`config.mk`:
```
export PLATFORM = sky130hd
export DESIGN_NAME = uart_tx
export DESIGN_NICKNAME = d
export VERILOG_FILES = /design/src/rtl/uart_pkg.sv /design/src/rtl/uart_baud_gen.sv /design/src/rtl/uart_tx.sv
export SDC_FILE = /design/constraint.sdc
export NUM_CORES = 1
export LEC_CHECK = 0
export ABC_AREA = 1
export CORE_MARGIN = 2
export CORE_UTILIZATION = 45
export CTS_CLUSTER_DIAMETER = 100
export DETAILED_ROUTE_END_ITERATION = 6
export GPL_TIMING_DRIVEN = 0
export HOLD_SLACK_MARGIN = 0.06
export PLACE_DENSITY = 0.68
export SYNTH_ARGS = -nofsm -noshare
export SYNTH_HDL_FRONTEND = slang
export SYNTH_SLANG_ARGS = --single-unit
```
`constraint.sdc`:
```
create_clock -name m_clock -period 2.22 [get_ports m_clock]
set_input_delay 0.333 -clock m_clock [delete_from_list [all_inputs] [get_ports m_clock]]
set_output_delay 0.333 -clock m_clock [all_outputs]
set_load 0.005 [all_outputs]
```
`src/rtl/uart_pkg.sv`:
```
// Shared types and helpers for the UART transmitter: FSM states, word-length
// encoding, latched frame configuration and parity computation.
package uart_pkg;

   localparam int DIV_W = 16;

   typedef enum logic [2:0] {
      IDLE,
      START,
      DATA,
      PARITY,
      STOP
   } tx_state_e;

   localparam logic [1:0] BITLEN_5 = 2'b00;
   localparam logic [1:0] BITLEN_6 = 2'b01;
   localparam logic [1:0] BITLEN_7 = 2'b10;
   localparam logic [1:0] BITLEN_8 = 2'b11;

   typedef struct packed {
      logic [7:0] data;
      logic [1:0] bitlen;
      logic       par_en;
      logic       odd;
   } tx_cfg_t;

   function automatic logic [7:0] data_mask(input logic [1:0] bitlen);
      logic [7:0] mask;
      case (bitlen)
         BITLEN_5: mask = 8'h1F;
         BITLEN_6: mask = 8'h3F;
         BITLEN_7: mask = 8'h7F;
         BITLEN_8: mask = 8'hFF;
         default:  mask = 8'hFF;
      endcase
      return mask;
   endfunction

   // Index of the final data bit: N-1 for N = 5..8.
   function automatic logic [2:0] last_bit_idx(input logic [1:0] bitlen);
      return 3'd4 + {1'b0, bitlen};
   endfunction

   function automatic logic parity_bit(input tx_cfg_t cfg);
      return (^(cfg.data & data_mask(cfg.bitlen))) ^ cfg.odd;
   endfunction

endpackage

```
`src/rtl/uart_baud_gen.sv`:
```
// Bit-period timer: counts D cycles per bit (D = 0 behaves as 1) and emits a
// registered tick during the last cycle of every bit.
module uart_baud_gen
   import uart_pkg::*;
(
   input  logic             m_clock,
   input  logic             p_reset,
   input  logic             load_i,
   input  logic             run_i,
   input  logic [DIV_W-1:0] div_i,
   output logic             tick_o,
   output logic             tick_next_o
);

   logic [DIV_W-1:0] div_m1;
   logic [DIV_W-1:0] div_q, div_d;
   logic [DIV_W-1:0] cnt_q, cnt_d;
   logic             tick_q, tick_d;

   // NOTE: every signal driven here gets a default first, so no path leaves it unassigned and no latch is inferred.
   always_comb begin
      div_m1 = (div_i == '0) ? '0 : div_i - 1'b1;
      div_d  = div_q;
      cnt_d  = '0;
      if (load_i) begin
         div_d = div_m1;
         cnt_d = div_m1;
      end else if (run_i) begin
         cnt_d = (cnt_q == '0) ? div_q : cnt_q - 1'b1;
      end
      tick_d = (load_i || run_i) && (cnt_d == '0);
   end

   // NOTE: state uses non-blocking assignments so every flop samples pre-edge values regardless of statement order.
   always_ff @(posedge m_clock) begin
      if (p_reset) begin
         div_q  <= '0;
         cnt_q  <= '0;
         tick_q <= 1'b0;
      end else begin
         div_q  <= div_d;
         cnt_q  <= cnt_d;
         tick_q <= tick_d;
      end
   end

   assign tick_o      = tick_q;
   assign tick_next_o = tick_d;

endmodule

```
`src/rtl/uart_tx.sv`:
```
// UART transmitter: start bit, 5..8 data bits LSB first, optional parity, one
// stop bit. Configuration is captured when a frame is accepted; all outputs are flops.
module uart_tx
   import uart_pkg::*;
(
   input  logic             m_clock,
   input  logic             p_reset,
   input  logic [7:0]       Tx_Data_i,
   input  logic [DIV_W-1:0] Freq_Divide_Param_i,
   input  logic [1:0]       Tx_BitLength_i,
   input  logic             Tx_ParityEN_i,
   input  logic             Tx_OddParity_i,
   input  logic             Tx_Enable_i,
   input  logic             Tx_Start_i,
   output logic             TxD_o,
   output logic             Tx_Ready_o,
   output logic             Tx_ShiftClock_o,
   output logic             Tx_Finish_o
);

   tx_state_e state_q, state_d;
   tx_cfg_t   cfg_q, cfg_d;
   logic [2:0] bit_idx_q, bit_idx_d;
   logic      txd_q, txd_d;
   logic      ready_q, ready_d;
   logic      finish_q, finish_d;
   logic      accept;
   logic      tick, tick_next;

   assign accept = (state_q == IDLE) && ready_q && Tx_Start_i;

   uart_baud_gen u_baud_gen (
      .m_clock     (m_clock),
      .p_reset     (p_reset),
      .load_i      (accept),
      .run_i       (state_d != IDLE),
      .div_i       (Freq_Divide_Param_i),
      .tick_o      (tick),
      .tick_next_o (tick_next)
   );

   always_comb begin
      state_d   = state_q;
      cfg_d     = cfg_q;
      bit_idx_d = bit_idx_q;
      case (state_q)
         IDLE: begin
            if (accept) begin
               state_d       = START;
               cfg_d.data    = Tx_Data_i;
               cfg_d.bitlen  = Tx_BitLength_i;
               cfg_d.par_en  = Tx_ParityEN_i;
               cfg_d.odd     = Tx_OddParity_i;
               bit_idx_d     = '0;
            end
         end
         START: begin
            if (tick) begin
               state_d   = DATA;
               bit_idx_d = '0;
            end
         end
         DATA: begin
            if (tick) begin
               if (bit_idx_q == last_bit_idx(cfg_q.bitlen)) begin
                  state_d = cfg_q.par_en ? PARITY : STOP;
               end else begin
                  bit_idx_d = bit_idx_q + 3'd1;
               end
            end
         end
         PARITY: begin
            if (tick) state_d = STOP;
         end
         STOP: begin
            if (tick) state_d = IDLE;
         end
         default: state_d = IDLE;
      endcase
   end

   // Outputs are decoded from the next state so the line changes on the same edge as the FSM.
   always_comb begin
      case (state_d)
         START:   txd_d = 1'b0;
         DATA:    txd_d = cfg_d.data[bit_idx_d];
         PARITY:  txd_d = parity_bit(cfg_d);
         default: txd_d = 1'b1;
      endcase
      ready_d  = (state_d == IDLE) && Tx_Enable_i;
      finish_d = (state_d == STOP) && tick_next;
   end

   always_ff @(posedge m_clock) begin
      if (p_reset) begin
         state_q   <= IDLE;
         cfg_q     <= '0;
         bit_idx_q <= '0;
         txd_q     <= 1'b1;
         ready_q   <= 1'b0;
         finish_q  <= 1'b0;
      end else begin
         state_q   <= state_d;
         cfg_q     <= cfg_d;
         bit_idx_q <= bit_idx_d;
         txd_q     <= txd_d;
         ready_q   <= ready_d;
         finish_q  <= finish_d;
      end
   end

   assign TxD_o           = txd_q;
   assign Tx_Ready_o      = ready_q;
   assign Tx_ShiftClock_o = tick;
   assign Tx_Finish_o     = finish_q;

endmodule

```
==> flow_summary_export.csv, run 1 <==
group,metric,value,unit
route,routedWlPerCell,13.3,µm
power,power_density,1720,nW/µm²
finish,antennaDiodeCount,0,
finish,drive_above_1_share,23.7,%
cts,clockRootBuffer,"clkbuf_8",
critical_path,ff2ff_path_depth,17,
critical_path,endpoint,"Tx_Finish_o",
power,p_leak,2.17,nW
place,routabilityCongestion,0.890,
route,viasPerCell,4.99,
route,vias,3577,
place,hpwlAfterDp,6860,µm
floorplan,ios,36,
critical_path,cpMaxStageDelayCell,"or2_4",
route,remaining_drc_errors,0,
synth,ys_seq_area_share,30.4,%
synth,synth_largest_area_cell,"dfxtp_1",
cts,clkSinkCount,54,
synth,postSynthAreaPerCell,6.57,µm²
power,peakVddDrop,1.14,mV
critical_path,startpoint_type,"input pin",
synth,synth_nets,578,
cts,cts.reportedPaths.clkPinSlew,0.11,ns
synth,synth_ff_type,"dfxtp_1",
sta,fmax,0.477,GHz
sta,slew_violations,0,
synth,synth_cells,542,
critical_path,cpPeakStageDelay,0.26,ns
route,first_pass_iters,5,
critical_path,crit_buf_inv,6,
hold_path,worstHoldPathType,"in2reg",
synth,ys_seq_elements,54,
place,placed_cells,678,
cts,clk_latency,0.32,ns
synth,synth_top_area_share,30.4,%
cts,cts_tree,"built",
status,status,"finished clean",
synth,synth.distinct_cells,43,
grt,grtUsageTotal,22.4,%
grt,grt_antenna_before_repair,0,
synth,yosys-top-cells-area,"dfxtp_1, nand2_1, nor2_1, inv_1, a21oi_1",
hold_path,min_from,"p_reset",
sta,relSlewSlack,61.0,%
cts,h-tree-depth,2,
sta,setup_ws,0.122,ns
grt,grt_pass1_wl,15400,µm
synth,synth_warnings,0,
critical_path,path_cells,"buf_2 > inv_2 > ha_4 > nand2_2 > or2_4 > nor2_8 > nand3_4 > o21ai_4 > buf_6 > buf_12 > buf_6 > nor2_1 > inv_1 > nand2_1 > nor2_1 > nand2_1 > nor2_2 > nand2_2 > nor2_2",
critical_path,cp-startpoint,"Freq_Divide_Param_i[1]",
critical_path,crit-reg2reg-capture,"Tx_Finish_o",
critical_path,crit_type,"in2reg",
sta,fin_skew,0.0130,ns
sta,timing.final.crit_share,94.5,%
place,port_buffers,34,
grt,grt_max_degree,18,
grt,overflow,0,
cts,cts_buffer_depth,2,
floorplan,die_w,93.0,µm
finish,areaGrowthSynthToFinish,28.1,%
cts,cts_buffers,5,
cts,holdBufCountCts,0,
route,drt_wl_total,9510,µm
floorplan,dieHeight,93.0,µm
finish,nNetsFinal,650,
finish,n_fill_cell,722,
floorplan,coreArea,7690,µm²
synth,synth_edf_count,0,
critical_path,reg2reg_slack,0.15,ns
critical_path,crit_fanout,3,
critical_path,cp.required,2.48,ns
synth,syn_area,3560,µm²
sta,period_minus_slack,2.10,ns
sta,worst_slew_pin_slew,0.585,ns
sta,hold_violations,0,
synth,synth-async-reset-ratio,0,%
critical_path,critPathTopFamily,"simple AND/OR/NAND/NOR gates",
critical_path,cp_num_cells,19,
finish,fin_cells,717,
critical_path,end_kind,"register",
critical_path,r2r-start,"cfg_q[2]",
sta,setup_viol,0,
floorplan,num_rows,32,
grt,grt_pass1_vias,3412,
floorplan,dieArea,8640,µm²
critical_path,worstPathArrival,2.36,ns
floorplan,start_util,46.3,%
route,drt-initial-drc-count,168,
place,pre_cts_ws,-0.569,ns
job,cap_violations,0,
route,ant_nets,0,
placed cells by master, fill, tap and decap left out, types with 3 or more instances in the layout:
master,n
a21oi_1,42
a22oi_1,3
buf_12,3
buf_2,4
buf_4,26
buf_6,3
clkbuf_1,7
clkbuf_8,5
clkdlybuf4s50_1,26
dfxtp_1,49
dfxtp_2,3
dlymetal6s2s_1,3
inv_1,55
inv_2,10
nand2_1,140
nand2_2,24
nand2_4,8
nand3_1,28
nand3_2,6
nand3_4,3
nand3b_1,5
nand4_1,5
nor2_1,55
nor2_2,13
nor2_4,7
o21ai_0,11
o21ai_1,11
or2_2,9
xnor2_1,6
xor2_1,9
what timing repair did:
| item | in CTS | in global routing |
|---|---|---|
| gates resized for setup | 27 | 49 |
| cloned | 1 | 1 |
| setup endpoints to repair | 2 | 3 |
| pin swaps | 14 | 17 |
| setup buffers | 14 | 15 |
metal layers:
metal  up-vias  GRT usage (%)  routed length [µm]
li1       1856              -                   -
met1      1629           27.2                4210
met2        77           40.3                4660
met3        15           2.93                 384
met4         0           7.84                 252
met5         -              0                   0
cell families after synthesis:
family | after synthesis | synth area share (%)
AO/OA/AOI/OAI | 71 | 10.7
XOR/XNOR | 15 | 3.69
adder cells (fa/ha/maj) | 4 | 1.41
buffers and inverters | 79 | 9.21
flip-flops | 54 | 30.4
AND/OR/NAND/NOR | 319 | 44.7
where the power goes:
| part | switching, mW | internal (mW) | leakage (nW) |
|---|---|---|---|
| clock | 0.351 | 0.230 | 0.0458 |
| sequential | 0.184 | 1.16 | 0.442 |
| combinational | 3.53 | 2.41 | 1.69 |
flip-flops by register name (all words and copies together), names as in the netlist, 3 cells and up:
register and cells:
u_baud_gen.cnt_q 16, u_baud_gen.div_q 16, cfg_q 12, bit_idx_q 3, state_q 3
worst min-delay path by stage:
stage | to | cells after the start | slack (ns)
3_3_place_gp | u_baud_gen.div_q[4] | 2 | 0.46
4_1_cts | u_baud_gen.div_q[0] | 4 | 0.36
2_1_floorplan | u_baud_gen.div_q[4] | 2 | 0.45
5_1_grt | state_q[2] | 2 | 0.43
6_report | state_q[2] | 2 | 0.39
3_5_place_dp | u_baud_gen.div_q[3] | 2 | 0.47
cells in the mapped netlist, types with 2 or more instances:
| master | n |
|---|---|
| nand2_1 | 150 |
| nor2_1 | 67 |
| inv_1 | 60 |
| dfxtp_1 | 54 |
| a21oi_1 | 42 |
| nand3_1 | 29 |
| nand2_2 | 16 |
| o21ai_0 | 14 |
| or2_2 | 9 |
| xor2_1 | 9 |
| o21ai_1 | 8 |
| nand3_2 | 7 |
| clkbuf_1 | 6 |
| inv_2 | 6 |
| nand2_4 | 6 |
| xnor2_1 | 6 |
| nand3b_1 | 5 |
| nand4_1 | 5 |
| buf_2 | 4 |
| ha_1 | 4 |
| nor2_2 | 4 |
| nor2_4 | 4 |
| a22oi_1 | 3 |
| nand3b_2 | 2 |
| nand4_4 | 2 |
| nor3_1 | 2 |
| nor3b_1 | 2 |
stage by stage:
| step | setup TNS, ns | area, µm² | utilization [%] | power, mW | hold slack, ns |
|---|---|---|---|---|---|
| after floorplan | 0 | 3560 | - | 5.21 | 0.446 |
| after global placement | -3.52 | 4030 | 52.4 | 6.16 | 0.457 |
| after detailed placement | -4.87 | 4030 | 52.4 | 6.22 | 0.465 |
| after CTS | 0 | 4300 | 55.9 | 7.02 | 0.358 |
| after global routing | -0.0290 | 4560 | 59.4 | 8.66 | 0.428 |
| final | 0 | 4560 | 59.4 | 7.86 | 0.389 |
area by class of cell:
type	instances	area, µm²	share of cell area, %
sequential	54	1090	23.9
timing repair buffer	64	614	13.5
tap	102	128	2.80
multi-input combinational	409	2290	50.2
buffer	12	82.6	1.81
inverter	67	256	5.62
clock inverter	2	17.5	0.384
timing repair inverter	1	7.51	0.165
clock buffer	6	72.6	1.59
No activity file was read; power rests on OpenSTA's default activity.
==> run 2, diff against run 1 <==
CORE_ASPECT_RATIO = 0.7   (was not set)
CORE_MARGIN = 10   (was 2)
==> flow_summary_export.csv, run 2 (synthesis results as in run 1) <==
group,metric,value,unit
floorplan,dieArea,11900,µm²
finish,finish.utilization,57.1,%
grt,grt_pass1_wl,15700,µm
place,routabilityCongestion,0.903,
critical_path,crit_type,"in2reg",
sta,period_minus_slack,2.13,ns
route,drt-initial-drc-count,333,
power,power_density,1730,nW/µm²
floorplan,dieHeight,94.4,µm
sta,fmax,0.469,GHz
critical_path,cpMaxStageDelayCell,"clkdlybuf4s50_1",
critical_path,worstPathArrival,2.36,ns
route,remaining_drc_errors,8,
sta,setup_viol,0,
floorplan,ios,36,
cts,clk_latency,0.30,ns
critical_path,crit_fanout,7,
critical_path,path_cells,"clkdlybuf4s50_1 > nor2_1 > nand2_2 > nor2_8 > nand3_4 > o21ai_4 > buf_12 > buf_4 > nor2_1 > inv_1 > nand2_1 > nor2_1 > nand2_1 > nor2_2 > nand2_2 > nor2_4",
cts,clkSinkCount,54,
critical_path,startpoint_type,"input pin",
critical_path,cp.required,2.45,ns
grt,overflow,0,
floorplan,coreArea,7770,µm²
floorplan,num_rows,27,
sta,fin_skew,0.00894,ns
grt,grt_max_degree,17,
cts,holdBufCountCts,0,
power,peakVddDrop,0.967,mV
grt,grt_antenna_before_repair,0,
sta,worst_slew_pin_slew,0.656,ns
cts,cts.reportedPaths.clkPinSlew,0.07,ns
route,vias,3578,
cts,h-tree-depth,2,
route,ant_nets,0,
route,routedWlPerCell,14.3,µm
critical_path,cpPeakStageDelay,0.45,ns
status,violations,"DRC",
finish,areaGrowthSynthToFinish,24.7,%
finish,reg.largest.list,"u_baud_gen.cnt_q: 16 flops, u_baud_gen.div_q: 16 flops, cfg_q: 12 flops",
job,cap_violations,0,
sta,setup_ws,0.0865,ns
finish,drive_above_1_share,20.2,%
sta,relSlewSlack,56.3,%
sta,timing.final.crit_share,96.1,%
cts,cts_buffers,5,
cts,cts_tree,"built",
place,pre_cts_ws,-0.613,ns
sta,rsz0062_at_grt,"true",
power,p_leak,2.10,nW
critical_path,end_kind,"register",
place,port_buffers,34,
route,first_pass_iters,7,
floorplan,start_util,45.8,%
cts,clockRootBuffer,"clkbuf_16",
critical_path,path_common_cell,"nor2_1",
sta,hold_violations,0,
place,hpwlAfterDp,7340,µm
floorplan,die_w,126,µm
hold_path,worstHoldPathType,"in2reg",
route,viasPerCell,5.11,
sta,slew_violations,0,
finish,mostFrequentLayoutCells,"nand2_1, nor2_1, inv_1",
grt,grt_pass1_vias,3296,
cts,cts_buffer_depth,2,
status,status,"complete, but fails checks",
finish,final_common_cell,"nand2_1",
finish,antennaDiodeCount,0,
route,drt_wl_total,10000,µm
finish,nNetsFinal,635,
grt,grtUsageTotal,16.0,%
-- run 2: cell count changes in the layout (fill, tap and decap cells not counted), sizes merged --
cell,delta
buf,-19
clkinvlp,+2
clkdlybuf4s15,+1
clkdlybuf4s50,+1
clkinv,-1
inv,-1
nand2,+1
-- run 2: path summary, 6_finish.rpt --
kind,slack (ns),depth (start not counted),endpoint,start
setup / recovery,0.09,16,Tx_Finish_o,Freq_Divide_Param_i[5]
setup reg to reg,0.11,16,Tx_Finish_o,u_baud_gen.cnt_q[0]
hold reg to reg,0.48,2,u_baud_gen.div_q[1],u_baud_gen.div_q[1]
hold / removal,0.42,2,state_q[2],p_reset
-- run 2: cell type report --
cell class / count / area, µm²
Timing Repair Buffer: 48 / 482
Buffer: 12 / 88.8
Multi-Input combinational cell: 410 / 2250
Clock inverter: 2 / 15.0
Timing Repair inverter: 1 / 7.51
Tap cell: 101 / 126
Inverter: 67 / 256
Sequential cell: 54 / 1090
Clock buffer: 5 / 125
Fill cell: 757 / 3330
-- run 2: worst max-delay path, delay by kind of cell --
kind,cells,cell delay (ns)
compound gates,1,0.22
simple gates,11,1.04
buf+inv,4,0.77
-- run 2: through the flow --
step | cells | power [mW] | hold slack, ns | cell area [µm²] | TNS [ns]
final | 700 | 7.69 | 0.418 | 4440 | 0
after global routing | 700 | 8.39 | 0.462 | 4440 | -0.0444
after CTS | 697 | 7.33 | 0.402 | 4310 | 0
after detailed placement | 677 | 6.35 | 0.470 | 4030 | -4.67
after global placement | 677 | 6.25 | 0.463 | 4030 | -3.06
after floorplan | 542 | 5.21 | 0.446 | 3560 | 0
-- run 2: what timing repair did --
item	4_1_cts	5_1_grt
gates cloned	1	2
buffers inserted	12	1
endpoints found under the setup margin	2	3
resized for setup	18	34
pin swaps	14	11
-- run 2: power by group --
| group | total (mW) | switching, mW | internal (mW) |
|---|---|---|---|
| clock network | 0.769 | 0.357 | 0.412 |
| logic | 5.58 | 3.55 | 2.04 |
| registers | 1.34 | 0.179 | 1.16 |
| total | 7.69 | 4.08 | 3.61 |
-- run 2: layer usage --
layer | up-vias | share of wire (%) | track usage [%]
met3 | 8 | 8.5 | 3.08
met2 | 158 | 41 | 23.8
met1 | 1582 | 50 | 23.0
met5 | - | 0 | 0
li1 | 1830 | - | -
met4 | 0 | 0.85 | 3.97
==> RTL change 1: new RTL, settings of run 2 <==
Set the package constant `DIV_W` to 14 (it was 16).
--- a/src/rtl/uart_pkg.sv
+++ b/src/rtl/uart_pkg.sv
@@ -2,7 +2,7 @@
 // encoding, latched frame configuration and parity computation.
 package uart_pkg;
 
-   localparam int DIV_W = 16;
+   localparam int DIV_W = 14;
 
    typedef enum logic [2:0] {
       IDLE,
Interface: changed (resized Freq_Divide_Param_i); port bits go from 36 to 34. The function was not compared with the original's and may differ.
==> RTL change 1 against run 2 <==
  * Power is 13% lower
  * Critical path depth is 3 lower
  * Sequential cell count is 4 lower
  * First-iteration DRC count is 25% lower
  * Global-route usage is 0.24 points lower
  * Die area is 9.9% lower
  * Fmax is 1.6% higher
  * Count of clock-buffer cells in the layout is 1 higher
  * Synthesized area is 12% lower
  * Routed wire length is 12% lower
  * Setup slack better by 0.033 ns
  * Design area is 11% lower
  * Worst hold slack hardly changed
  * Highest routed layer unchanged
==> RTL change 1: results (changes against run 2) <==
stage,metric,value,unit,change
outcome,outcome,"finished, final reports clean",,
detailed_routing,Vias,3264,,-8.8%
detailed_routing,Avg WL per Cell,13.7,um,-4.7%
worst_setup_path,critical path peak fanout,5,,-2
synthesis,most frequent cells after synthesis,"nand2_1 (157), nor2_1 (65), inv_1 (58)",,
detailed_routing,initial DRC count,251,,-25%
global_route,largest net degree at the start of global routing,15,,-2
cells_and_area,Largest regs,"u_baud_gen.cnt_q x14, u_baud_gen.div_q x14, cfg_q x12",,
sta,Slew @ Worst Pin,0.546,ns,-0.110 ns
cts,PostCTS Resize Cnt,5,,-13
pwr,LEAKAGE,1.82,nW,-14%
placed_design,GPL Wtd Cong,0.868,,-3.8%
global_route,first-pass GRT wire length,14200,um,-9.7%
detailed_routing,drt pass-1 iters,5,,-2
sta,Clock Skew,0.0106,ns,+0.00169 ns
cts,Root Buffer Master,clkbuf_8,,
synthesis,syn nets,532,,-8.0%
synthesis,fraction of registers with async set/reset,0,%,unchanged
placed_design,Buffers on Ports,32,,-5.9%
cells_and_area,Fill cells,647,,-15%
pwr,Internal Dissipation,3.29,mW,-8.9%
cells_and_area,Final Net Count,585,,-7.9%
cts,clock-pin slew on the worst setup and hold paths,0.09,ns,+0.02 ns
synthesis,"Seq/Total Area, Yosys",32.0,%,+1.6 points
cells_and_area,share of post-route cells with drive strength above 1,16.7,%,-3.5 points
synthesis,ranking of synthesized cells by area,"dfxtp_1 (32%), nand2_1 (19%), nor2_1 (7.8%)",,
placed_design,DP Worst Slack,-0.486,ns,+0.127 ns
cts,CTS Buf Count,5,,unchanged
global_route,initial antenna violation count,0,,unchanged
synthesis,post-synthesis cell type count,40,,-7.0%
global_route,vias in the first global route,2940,,-11%
pwr,Max VDD drop,0.907,mV,-6.2%
placed_design,hpwl dp,6710,um,-8.6%
global_route,Tot GR Track Use,15.7,%,-0.24 points
worst_setup_path,Worst path slowest cell,clkdlybuf4s50_1,,
cts,post-CTS setup buffer count,5,,-7
-- RTL change 1: stage by stage --
step	utilization (%)	hold slack (ns)	power, mW	area, um^2	instances
finish	58.5	0.417	6.68	3960	646
CTS	55.2	0.472	6.27	3730	637
global placement	52.8	0.456	5.32	3570	625
detailed placement	52.8	0.458	5.39	3570	625
floorplan	-	0.442	4.39	3130	499
global route	58.5	0.403	7.23	3960	646
-- RTL change 1: final cells by class --
type	count	share of cell area (%)
repair buffers	46	11.4
well taps	94	2.97
flip-flops and latches	50	25.6
inverters	64	6.14
multi-input cells	373	48.8
clock inverters	1	0.759
clock buffers	6	2.09
plain buffers	12	2.28
-- RTL change 1: power by group through the flow --
stage | Clock (mW) | Sequential [mW] | Combinational [mW]
6_report | 0.663 | 1.23 | 4.78
5_1_grt | 0.704 | 1.25 | 5.27
4_1_cts | 0.667 | 1.22 | 4.39
3_5_place_dp | 0 | 1.24 | 4.15
3_3_place_gp | 0 | 1.23 | 4.09
2_1_floorplan | 0 | 1.21 | 3.18
-- RTL change 1: path summary, 6_finish.rpt --
| path | from | endpoint | slack, ns | depth (start not counted) |
|---|---|---|---|---|
| worst max-delay path | Freq_Divide_Param_i[3] | u_baud_gen.tick_o | 0.12 | 13 |
| worst min-delay path | Freq_Divide_Param_i[0] | u_baud_gen.div_q[0] | 0.42 | 4 |
| worst max register to register | u_baud_gen.cnt_q[9] | u_baud_gen.tick_o | 0.18 | 14 |
| worst min register to register | u_baud_gen.div_q[12] | u_baud_gen.div_q[12] | 0.47 | 2 |
-- RTL change 1: worst reg2reg max path, stage by stage (launching register included) --
cell     delay [ns]
dfxtp_1        0.35
inv_1          0.09
nand2_1        0.12
nor2_2         0.25
nand4_4        0.15
nand2_2        0.11
buf_6          0.15
nand2_1        0.07
o21ai_1        0.07
inv_1          0.06
a21oi_2        0.14
nand3_1        0.08
nor2_1         0.11
nand2_1        0.12
nor2_1         0.11
-- RTL change 1: layer usage --
| metal | wire length, um | GRT usage (%) |
|---|---|---|
| met5 | 0 | 0 |
| met2 | 3590 | 22.6 |
| met4 | 74 | 3.41 |
| met1 | 4570 | 23.3 |
| met3 | 592 | 3.12 |
-- RTL change 1: kinds of logic (layout without fill, tap and decap cells) --
kind of cell / Yosys count / after routing / synth area share [%]
AND/OR/NAND/NOR: 289 / 289 / 40.3
XOR/XNOR: 16 / 16 / 4.48
AO/OA/AOI/OAI: 64 / 64 / 11.7
buffers and inverters: 76 / 129 / 10.0
multiplexers: 1 / 1 / 0.320
adder cells (fa/ha/maj): 3 / 3 / 1.20
flip-flops: 50 / 50 / 32.0
==> RTL change 2: new RTL, flow settings as in run 2 <==
Without the edit above. Make the reset (`p_reset`) asynchronous in 2 clocked blocks.
--- a/src/rtl/uart_baud_gen.sv
+++ b/src/rtl/uart_baud_gen.sv
@@ -32,7 +32,7 @@
    end
 
    // NOTE: state uses non-blocking assignments so every flop samples pre-edge values regardless of statement order.
-   always_ff @(posedge m_clock) begin
+   always_ff @(posedge m_clock or posedge p_reset) begin
       if (p_reset) begin
          div_q  <= '0;
          cnt_q  <= '0;
--- a/src/rtl/uart_tx.sv
+++ b/src/rtl/uart_tx.sv
@@ -91,7 +91,7 @@
       finish_d = (state_d == STOP) && tick_next;
    end
 
-   always_ff @(posedge m_clock) begin
+   always_ff @(posedge m_clock or posedge p_reset) begin
       if (p_reset) begin
          state_q   <= IDLE;
          cfg_q     <= '0;
Behaviour: differs if p_reset is asserted again (counterexample within 4 cycles, from zero or initial values and one cycle with p_reset high); with p_reset held inactive, the same outputs for 10 cycles.
==> RTL change 2 against run 2 <==
  * Die area decreased by 2.6%
  * Synthesized area decreased by 3.2%
  * Sequential cell count stayed put
  * Setup slack improved by 0.025 ns
  * Fmax up 1.2%
  * Cell count decreased by 4.6%
  * Design area is 4.8% higher
  * Routed wire length is 2.2% lower
  * Critical path depth shrank 3
  * Critical endpoint is now Tx_Finish_o
  * Highest routed layer unchanged
Power is left out: it rests on default switching activity, and per cell area and clock period it moved more than threefold.
==> RTL change 2: results (changes against run 2) <==
stage,metric,value,unit,change
outcome,outcome,"finished, final reports clean",,
detailed_routing,initial DRC count,267,,-20%
detailed_routing,vias per inst,5.05,,-1.2%
cells_and_area,Fill cells,643,,-15%
cells_and_area,Layout Cells excl Fill,668,,-4.6%
synthesis,Gate Count Post-Synth,494,,-8.9%
global_route,vias in the first global route,3024,,-8.3%
placed_design,Buffers on Ports,35,,+2.9%
worst_setup_path,critical path peak fanout,4,,-3
detailed_routing,drt pass-1 iters,5,,-2
synthesis,ranking of synthesized cells by area,"dfrtp_1 (38%), nand2_1 (18%), inv_1 (7.3%)",,
placed_design,placed cells,628,,-7.2%
cells_and_area,Final Net Count,605,,-4.7%
min_path,Hold Path Origin,Freq_Divide_Param_i[0],,
global_route,Tot GR Track Use,15.4,%,-0.54 points
cells_and_area,ant diodes,0,,unchanged
synthesis,syn nets,530,,-8.3%
placed_design,GPL Wtd Cong,0.908,,+0.54%
cts,clock-pin slew on the worst setup and hold paths,0.10,ns,+0.03 ns
synthesis,fraction of registers with async set/reset,100,%,+100 points
worst_setup_path,RR Startpoint,state_q[0],,
synthesis,post-synthesis cell type count,33,,-23%
cts,Clock Latency Late Sink,0.32,ns,+0.02 ns
placed_design,Post-DP Area,0.00394,mm^2,-2.2%
min_path,Worst Hold Endpoint,u_baud_gen.div_q[0],,
synthesis,most frequent cells after synthesis,"nand2_1 (162), inv_1 (67), nor2_1 (57)",,
worst_setup_path,crit-path max cell delay,0.47,ns,+0.02 ns
synthesis,"Seq/Total Area, Yosys",39.3,%,+8.9 points
placed_design,hpwl dp,6810,um,-7.2%
sta,worst hold slack,0.287,ns,-0.131 ns
cells_and_area,Util after Layout,63.0,%,+5.8 points
cts,Root Buffer Master,clkbuf_8,,
global_route,first-pass GRT wire length,14900,um,-5.3%
worst_setup_path,Register-to-Register Path Depth,12,,-4
cells_and_area,share of post-route cells with drive strength above 1,25.4,%,+5.2 points
worst_setup_path,reg2reg end,Tx_Finish_o,,
placed_design,DP Worst Slack,-0.555,ns,+0.0579 ns
sta,Clock Skew,0.0148,ns,+0.00587 ns
global_route,largest net degree at the start of global routing,39,,+22
sta,Slew @ Worst Pin,0.404,ns,-0.251 ns
synthesis,Post-synth top flop,dfrtp_1,,
==> RTL change 2: cell types whose count changed in the layout (fill, tap and decap cells not counted), moves of 10 or more <==
cell	change
nor2_1	-24
o21ai_0	+10
dfrtp_1	+49
buf_4	+16
dfxtp_1	-49
a21oi_1	-36
==> RTL change 2: cells by family after synthesis <==
group                      Yosys count  synth area share [%]
and+or+nand+nor                    283                  35.5
DFF                                 54                  39.3
adders and majority gates            4                  1.45
xor gates and xnor gates            18                  4.58
AOI/OAI and AO/OA                   54                  8.82
buffers and inverters               81                  10.3
==> RTL change 2: area by class of cell <==
type | count | area share, %
Multi-Input combinational cell | 359 | 42.9
Sequential cell | 54 | 29.2
Timing Repair Buffer | 68 | 14.5
Inverter | 71 | 5.84
Tap cell | 98 | 2.64
Buffer | 10 | 2.61
Clock buffer | 6 | 1.56
Clock inverter | 2 | 0.807
==> RTL change 2: routing by layer <==
metal | GRT usage, % | wire length [um] | vias up
li1 | - | - | 1704
met1 | 23.3 | 5030 | 1574
met2 | 21.7 | 4160 | 89
met3 | 2.71 | 552 | 6
met4 | 4.16 | 69 | 0
met5 | 0 | 0 | -
==> RTL change 2: worst max-delay path by stage <==
stage / start / end / slack [ns]
final: Freq_Divide_Param_i[8] / Tx_Finish_o / 0.11
after global routing: bit_idx_q[0] / Tx_Finish_o / -0.05
after global placement: Freq_Divide_Param_i[0] / Tx_Finish_o / -0.51
after floorplan: Freq_Divide_Param_i[0] / Tx_Finish_o / 0.31
after CTS: u_baud_gen.cnt_q[0] / Tx_Finish_o / 0.004
after detailed placement: Freq_Divide_Param_i[0] / Tx_Finish_o / -0.56
==> RTL change 2: what timing repair did <==
action,4_1_cts,5_1_grt
buffers inserted,6,24
hold endpoints to repair,0,0
resized for setup,15,98
setup endpoints to repair,3,3
cloned,0,2
pin swaps,3,28
